==> config.mk <==
export PLATFORM = sky130hd
export DESIGN_NAME = pixel_queue
export DESIGN_NICKNAME = d
export VERILOG_FILES = /design/src/rtl/pixel_queue_pkg.sv /design/src/rtl/pixel_queue_fifo_mem.sv /design/src/rtl/pixel_queue.sv
export SDC_FILE = /design/constraint.sdc
export NUM_CORES = 1
export LEC_CHECK = 0
export ABC_AREA = 1
export CORE_MARGIN = 2
export CORE_UTILIZATION = 35
export DETAILED_ROUTE_END_ITERATION = 6
export HOLD_SLACK_MARGIN = 0.12
export PLACE_DENSITY = 0.48
export REMOVE_ABC_BUFFERS = 1
export SLEW_MARGIN = 15
export SYNTH_ARGS = -nofsm -noshare
export SYNTH_HDL_FRONTEND = slang
export SYNTH_SLANG_ARGS = --single-unit
export TNS_END_PERCENT = 50
==> constraint.sdc <==
create_clock -name clk -period 5.32 [get_ports clk]
set_clock_uncertainty 0.15 [all_clocks]
set_input_delay 0.798 -clock clk [delete_from_list [all_inputs] [get_ports clk]]
set_output_delay 0.798 -clock clk [all_outputs]
set_load 0.01 [all_outputs]
==> src/rtl/pixel_queue_pkg.sv <==
// Shared types for the pixel queue: screen limits, pixel record and queue FSM states.
package pixel_queue_pkg;

    localparam int SCREEN_W = 160;
    localparam int SCREEN_H = 120;

    typedef struct packed {
        logic [7:0] x;
        logic [6:0] y;
        logic [2:0] c;
    } t_pixel;

    typedef enum logic [1:0] {
        Q_RUN,
        Q_FLUSH,
        Q_DONE
    } e_queue_state;

endpackage

==> src/rtl/pixel_queue_fifo_mem.sv <==
// Pixel storage for the queue: one write port, one asynchronous read port, no reset.
module pixel_fifo_mem
    import pixel_queue_pkg::*;
#(
    parameter int DEPTH = 16,
    localparam int AW = $clog2(DEPTH)
) (
    input  logic          clk,
    input  logic          we,
    input  logic [AW-1:0] waddr,
    input  t_pixel        wdata,
    input  logic [AW-1:0] raddr,
    output t_pixel        rdata
);

    t_pixel mem [DEPTH];

    always_ff @(posedge clk) begin
        if (we) mem[waddr] <= wdata;
    end

    assign rdata = mem[raddr];

endmodule

==> src/rtl/pixel_queue.sv <==
// Elastic, clipping pixel buffer between the drawing FSMs and the VGA adapter.
// Registered show-ahead head; done is forwarded only once every kept pixel has drained.
module pixel_queue #(
    parameter int DEPTH    = 16,
    parameter int SCREEN_W = pixel_queue_pkg::SCREEN_W,
    parameter int SCREEN_H = pixel_queue_pkg::SCREEN_H
) (
    input  logic       clk,
    input  logic       rst_n,
    input  logic       in_plot,
    input  logic [7:0] in_x,
    input  logic [6:0] in_y,
    input  logic [2:0] in_colour,
    input  logic       in_done,
    output logic       in_ready,
    output logic [7:0] vga_x,
    output logic [6:0] vga_y,
    output logic [2:0] vga_colour,
    output logic       vga_plot,
    input  logic       out_ready,
    output logic       done,
    output logic [7:0] clip_count
);
    import pixel_queue_pkg::*;

    localparam int AW = $clog2(DEPTH);
    localparam int CW = AW + 1;
    localparam logic [8:0] X_LIM = 9'(SCREEN_W);
    localparam logic [7:0] Y_LIM = 8'(SCREEN_H);

    e_queue_state  state;
    logic [AW-1:0] wr_ptr, rd_ptr;
    logic [CW-1:0] count;
    logic [CW-1:0] mem_cnt;
    t_pixel        head_q, in_px, rd_px;
    logic          plot_q, done_q;
    logic [7:0]    clip_q;

    logic push, on_screen, wr_en, clip_en, pop;
    logic mem_empty, head_load, bypass, mem_we, mem_rd;

    // count covers the head register plus the entries still in memory
    assign in_px     = '{x: in_x, y: in_y, c: in_colour};
    assign in_ready  = rst_n && (state == Q_RUN) && (count < CW'(DEPTH));
    assign push      = in_plot && in_ready;
    assign on_screen = ({1'b0, in_x} < X_LIM) && ({1'b0, in_y} < Y_LIM);
    assign wr_en     = push && on_screen;
    assign clip_en   = push && !on_screen;
    assign pop       = plot_q && out_ready;

    assign mem_cnt   = count - CW'(plot_q);
    assign mem_empty = (mem_cnt == '0);
    assign head_load = !plot_q || pop;
    // An empty queue forwards the incoming pixel straight into the head
    assign bypass    = head_load && mem_empty && wr_en;
    assign mem_we    = wr_en && !bypass;
    assign mem_rd    = head_load && !mem_empty;

    pixel_fifo_mem #(.DEPTH(DEPTH)) u_mem (
        .clk   (clk),
        .we    (mem_we),
        .waddr (wr_ptr),
        .wdata (in_px),
        .raddr (rd_ptr),
        .rdata (rd_px)
    );

    always_ff @(posedge clk or negedge rst_n) begin
        if (!rst_n) begin
            wr_ptr <= '0;
            rd_ptr <= '0;
            count  <= '0;
            head_q <= '0;
            plot_q <= 1'b0;
        end else begin
            count <= count + CW'(wr_en) - CW'(pop);
            if (mem_we) wr_ptr <= wr_ptr + 1'b1;
            if (mem_rd) begin
                head_q <= rd_px;
                rd_ptr <= rd_ptr + 1'b1;
                plot_q <= 1'b1;
            end else if (bypass) begin
                head_q <= in_px;
                plot_q <= 1'b1;
            end else if (head_load) begin
                plot_q <= 1'b0;
            end
        end
    end

    always_ff @(posedge clk or negedge rst_n) begin
        if (!rst_n) begin
            state  <= Q_RUN;
            done_q <= 1'b0;
            clip_q <= '0;
        end else begin
            if (clip_en && clip_q != 8'hFF) clip_q <= clip_q + 8'd1;
            case (state)
                Q_RUN: begin
                    if (in_done) state <= Q_FLUSH;
                end
                Q_FLUSH: begin
                    if (count == '0 && !plot_q) begin
                        state  <= Q_DONE;
                        done_q <= 1'b1;
                    end
                end
                Q_DONE: begin
                    if (!in_done) begin
                        state  <= Q_RUN;
                        done_q <= 1'b0;
                        clip_q <= '0;
                    end
                end
                default: state <= Q_RUN;
            endcase
        end
    end

    assign vga_x      = head_q.x;
    assign vga_y      = head_q.y;
    assign vga_colour = head_q.c;
    assign vga_plot   = plot_q;
    assign done       = done_q;
    assign clip_count = clip_q;

endmodule

==> impl_metrics.yaml, run 1 <==
status:
  run_status: "completed"
place:
  place.detailed.instances: 2061
  placed_cell_area_um2: 15900
  port-buffer-count: 51
  place_ws_ns: 1.10
  hpwlAfterDp_mm: 23.7
  gpl.final_weighted_congestion: 0.768
final_layout:
  layout-drive-gt1-share: 0.0734
  final_net_count: 1603
  final_cell_area_um2: 17200
  area_growth_syn_to_layout_pct: 16.3
  final-instance-count-excl-fill: 2132
  diodes: 0
  utilization: 0.411
cts:
  cts_hold_buf: 0
  h-tree-depth: 2
  clock-root-buffer: "clkbuf_16"
  ctsResizeCount: 0
  clock_sink_count: 331
  cts.reportedPaths.clkPinSlew_ns: 0.06
  post_cts_setup_driven_buffer_insertion_count: 0
  cts_tree: "yes"
  clock_insertion_delay_worst_skew_ns: 0.53
  cts_max_path_buffers: 3
  cts_inserted_buffers: 39
timing:
  max_slew.worst_pin.slew_ns: 1.06
  finalHoldViolCount: 0
  finalSetupTns_ns: 0
  fin_crit_ns: 3.71
  final_slew_viol_count: 0
  fin_ws_ns: 1.61
  final.period_utilization: 0.697
  maxClockFrequency_ghz: 0.270
  grt_setup_unrepaired: "false"
  count_of_final_setup_violators: 0
  worst_case_headroom_to_the_max_slew_limit: 0.295
floorplanning:
  start_util: 0.353
  dieWidth_um: 210
  count_of_standard_cell_rows: 75
  die_h_um: 210
  dieArea_um2: 43900
  design.core.area_um2: 41900
  io-pin-count: 52
global_route:
  overflow: 0
  vias_in_the_first_global_route: 9974
  grt_start_max_net_pins: 95
  grt_pass1_wl_mm: 61.7
  antenna_found_initial: 0
  grt.total_usage: 0.187
yosys:
  count_of_warnings_emitted_by_yosys: 0
  synth_enable_flop_cells: 288
  ys_seq_area_frac: 0.658
  netlist_instances: 1505
  ffs_w_async_s_r_synth: 0.130
  yosys_register_bits: 331
  post_synth_num_cell_types: 31
  yosys_most_used_dff: "edfxtp_1"
  synthesis.area_per_instance_um2: 9.83
  synthesis.area_um2: 14800
critical_path:
  crit_chain: "clkdlybuf4s50_1 > o21ai_0 > nand2_1 > nor3_4 > nand3_1 > nor2_2"
  crit_slowest_cell: "nor2_2"
  reg2regPathDepth: 11
  timing.critical_path.arrival_ns: 3.69
  max_stage_delay_on_crit_path_ns: 0.87
  r2r-end: "u_mem.mem[6][15]"
  crit_path_end_kind: "flip-flop"
  timing_worst_setup_path_type: "primary input to flip-flop"
  crit-reg2reg-launch: "count[1]"
  r2r_setup_slack_ns: 2.23
  critical_path.top_delay_family: "simple AND/OR/NAND/NOR gates"
  number_of_buffers_and_inverters_on_the_critical_path: 1
  path_max_fanout: 18
  cp_data_required_time_ns: 5.31
  critical_path.startpoint_type: "primary input"
job:
  number_of_max_cap_violations: 0
route:
  total_routed_length_mm: 40.0
  drt_iter0_markers: 829
  remaining_antenna_violation_count: 0
  wl_per_cell_um: 18.8
  drc: 0
  via_count: 9980
  vias_per_cell: 4.68
  drt_pass_1_iters: 5
hold_path:
  hold_class: "primary input to async pin"
power:
  power.density_nw_per_um2: 505
  ir_drop_mv: 0.263
  leakagePower_nw: 7.50
## layer usage
layer  track usage  up-vias  wire length, um
li1              -     4936                -
met1         0.271     4756            19100
met2         0.299      242            18200
met3        0.0262       46             2070
met4        0.0404        0              641
met5             0        -                0
## worst max-delay path by stage
stage                         start               end  slack, ns  cells after the start
after floorplan           rd_ptr[0]     vga_colour[1]       0.17                     10
after global placement      in_x[6]          count[4]       1.17                     13
after detailed placement    in_x[6]   u_mem.mem[6][5]       1.10                      6
after CTS                   in_x[6]  u_mem.mem[6][15]       1.65                      6
after global routing        in_x[6]  u_mem.mem[6][15]       1.30                      6
final                       in_x[6]  u_mem.mem[6][15]       1.61                      6
## synthesized netlist by cell type (2+ instances only)
library cell / instances / area [um2]
a21oi_1: 7 / 35.0
buf_1: 8 / 30.0
buf_2: 27 / 135
buf_6: 2 / 22.5
buf_8: 2 / 30.0
clkbuf_1: 23 / 86.3
dfrtp_1: 43 / 1080
edfxtp_1: 288 / 8650
ha_1: 16 / 200
inv_1: 252 / 946
inv_2: 6 / 22.5
nand2_1: 528 / 1980
nand3_1: 229 / 1150
nand4_1: 4 / 25.0
nor2_1: 34 / 128
nor2_2: 2 / 12.5
nor3_1: 2 / 10.0
o21ai_0: 10 / 50.1
xor2_1: 10 / 87.6
## flip-flops by register name, indices dropped and copies added, names as in the netlist
signal,cells
clip_count,8
count,5
done,1
rd_ptr,4
state,2
u_mem.mem,288
vga_colour,3
vga_plot,1
vga_x,8
vga_y,7
wr_ptr,4
## cell type report
type	instances	area (um2)
clock buffers	58	1130
multi-input cells	853	3820
well taps	539	674
repair buffers	80	736
flip-flops and latches	331	9730
inverters	258	971
clock inverters	13	136
fillers	4076	24700
## cell usage in the layout, fill, tap and decap left out, drive strengths merged
cell and instances:
nand2 529, edfxtp 288, inv 258, nand3 230, clkbuf 58, clkdlybuf4s50 50
dfrtp 43, nor2 37, buf 30, ha 16, o21ai 12, xor2 10
clkinv 10, a21oi 7, nand4 4, bufinv 3, nor3 3, a211oi 1
nand3b 1, a31oi 1, a22o 1, fa 1
## cells by family (layout without fill, tap and decap cells)
logic type                 Yosys count  count (layout)  synth area share
buffers and inverters              321             409            0.0865
xor gates and xnor gates            10              10           0.00592
and+or+nand+nor                    804             804             0.227
adders and majority gates           17              17            0.0149
AOI/OAI and AO/OA                   22              22           0.00829
DFF                                331             331             0.658
## through the flow
| step | total power, mW | hold slack [ns] |
|---|---|---|
| floorplan | 4.95 | 0.328 |
| global placement | 6.11 | 0.344 |
| detailed placement | 6.11 | 0.346 |
| CTS | 8.78 | 0.301 |
| global route | 9.24 | 0.327 |
| finish | 8.69 | 0.306 |
## where the power goes
group,total [mW],switching [mW],internal (mW)
sequential,3.19,0.208,2.98
clock,2.64,1.03,1.61
combinational,2.85,1.95,0.899
(Power assumes the default switching activity.)
==> run 2: changes to the inputs <==
- PLACE_DENSITY: 0.48 -> 0.49
- clock period: 5.32 -> 3.2 ns (I/O delays scaled with it)
==> impl_metrics.yaml, run 2 (synthesized netlist as in run 1, its figures left out) <==
critical_path:
  crit_slowest_cell: "clkdlybuf4s50_1"
  critPathLaunch: "in_x[6]"
  max_stage_delay_on_crit_path_ns: 0.40
  number_of_buffers_and_inverters_on_the_critical_path: 5
  worstSetupPathDepth: 14
  critical_path.startpoint_type: "primary input"
  reg2regPathDepth: 12
  crit-reg2reg-launch: "count[1]"
  path_max_fanout: 5
  crit_path_end_kind: "flip-flop"
  timing.critical_path.arrival_ns: 2.92
  crit_chain: "clkdlybuf4s50_1 > buf_4 > o21ai_0 > nand2_1 > nor3_4 > inv_2 > ha_1 > inv_1 > ha_1 > inv_1 > fa_1 > o21ai_0 > a21oi_1 > xor2_1"
  critical_path.top_delay_family: "adder cells"
  timing_worst_setup_path_type: "primary input to flip-flop"
  cp_data_required_time_ns: 3.45
floorplanning:
  die_h_um: 210
  start_util: 0.353
  io-pin-count: 52
  dieArea_um2: 43900
  design.core.area_um2: 41900
  dieWidth_um: 210
  count_of_standard_cell_rows: 75
route:
  remaining_antenna_violation_count: 0
  drt_pass_1_iters: 5
  wl_per_cell_um: 18.4
  drc: 0
  vias_per_cell: 4.66
  drt_iter0_markers: 634
  via_count: 10100
  total_routed_length_mm: 39.7
global_route:
  grt_start_max_net_pins: 114
  vias_in_the_first_global_route: 10200
  grt_pass1_wl_mm: 61.5
  antenna_found_initial: 1
  overflow: 0
  grt.total_usage: 0.186
final_layout:
  layout_common_cells: "528 x nand2_1, 288 x edfxtp_1, 252 x inv_1, 229 x nand3_1, 50 x clkdlybuf4s50_1"
  diodes: 0
  layout-drive-gt1-share: 0.0882
  final_cell_area_um2: 17600
  final_net_count: 1630
  register_with_the_most_flip_flops: "u_mem.mem"
  area_growth_syn_to_layout_pct: 18.7
  final_common_cell: "nand2_1"
  number_of_flip_flops_under_the_largest_register_name: 288
timing:
  fin_crit_ns: 2.68
  finalSetupTns_ns: 0
  final.period_utilization: 0.836
  grt_setup_unrepaired: "false"
  max_slew.worst_pin.slew_ns: 1.09
  final_slew_viol_count: 0
  count_of_final_setup_violators: 0
  maxClockFrequency_ghz: 0.374
  worst_case_headroom_to_the_max_slew_limit: 0.275
  finalHoldViolCount: 0
cts:
  clock_sink_count: 331
  cts_tree: "yes"
  cts.reportedPaths.clkPinSlew_ns: 0.06
  cts_inserted_buffers: 39
  clock-root-buffer: "clkbuf_16"
  cts_max_path_buffers: 3
  h-tree-depth: 2
  clock_insertion_delay_worst_skew_ns: 0.54
  post_cts_setup_driven_buffer_insertion_count: 0
power:
  power.share.clock: 0.295
  register_share_of_total_power: 0.362
  power.share.combinational: 0.343
  leakagePower_nw: 7.66
  ir_drop_mv: 0.466
  power.density_nw_per_um2: 813
  switching_share: 0.367
  total_switching_power_mw: 5.25
  internal_power_mw: 9.04
status:
  run_status: "completed"
job:
  number_of_max_cap_violations: 0
hold_path:
  hold_class: "flip-flop to flip-flop"
  worstHoldStart: "vga_x[6]"
  whs_path_depth: 2
place:
  hpwlAfterDp_mm: 23.1
  port-buffer-count: 51
  placed_cell_area_um2: 16300
  gpl.final_weighted_congestion: 0.785
run 2: cell types whose count changed in the layout (fill, tap and decap cells not counted):
cell           change
buf_12            +16
buf_4             +10
bufinv_16          -1
clkbuf_1           -1
clkbuf_16          -2
clkbuf_8           -2
clkinv_1           +2
clkinv_4           +2
dlygate4sd3_1      +1
inv_6              +3
o21ai_2            -1
o21ai_4            +1
run 2: worst paths after layout:
kind | to | slack, ns
worst max register to register | u_mem.mem[15][8] | 0.60
min in group asynchronous | clip_count[6] | 0.53
worst min-delay path | vga_x[6] | 0.32
max in group asynchronous | rd_ptr[1] | 1.83
worst max-delay path | count[4] | 0.52
worst min register to register | vga_x[6] | 0.32
run 2: per-layer routing:
metal	up-vias	track usage	wire length, um
li1	4999	-	-
met1	4777	0.258	18500
met2	242	0.302	18500
met3	52	0.0322	2030
met4	0	0.0474	750
met5	-	0	0
run 2: power by group through the flow:
stage	clock, mW	combinational, mW	sequential (mW)
after global routing	4.51	5.56	5.20
after floorplan	0	2.65	5.57
final	4.22	4.90	5.17
after CTS	4.33	4.99	5.17
after global placement	0	4.96	5.25
after detailed placement	0	4.97	5.26
run 2: timing repair:
| item | in CTS | in global routing |
|---|---|---|
| hold buffers | 1 | 0 |
| gates resized for setup | 0 | 0 |
| hold endpoints to repair | 43 | 0 |
run 2: layout make-up:
class | count | area (um2)
Fill cell | 4094 | 24300
Sequential cell | 331 | 9730
Multi-Input combinational cell | 853 | 3830
Timing Repair Buffer | 107 | 1140
Clock buffer | 53 | 1050
Inverter | 258 | 971
Tap cell | 539 | 674
Clock inverter | 19 | 158
run 2: worst min-delay path, delay by kind of cell (launching register included):
kind             cells  cell delay (ns)
AND/OR/NAND/NOR      2             0.10
flip-flops           1             0.34
run 2: stage by stage:
stage / hold WS, ns / total power, mW / setup slack [ns] / utilization / instances
after global placement: 0.312 / 10.2 / -0.0265 / 0.390 / 2087
after floorplan: 0.0344 / 8.23 / -1.95 / - / 1442
after detailed placement: 0.315 / 10.2 / -0.0264 / 0.390 / 2087
after global routing: 0.343 / 15.3 / 0.347 / 0.419 / 2160
after CTS: 0.331 / 14.5 / 0.507 / 0.419 / 2160
final: 0.324 / 14.3 / 0.524 / 0.419 / 2160
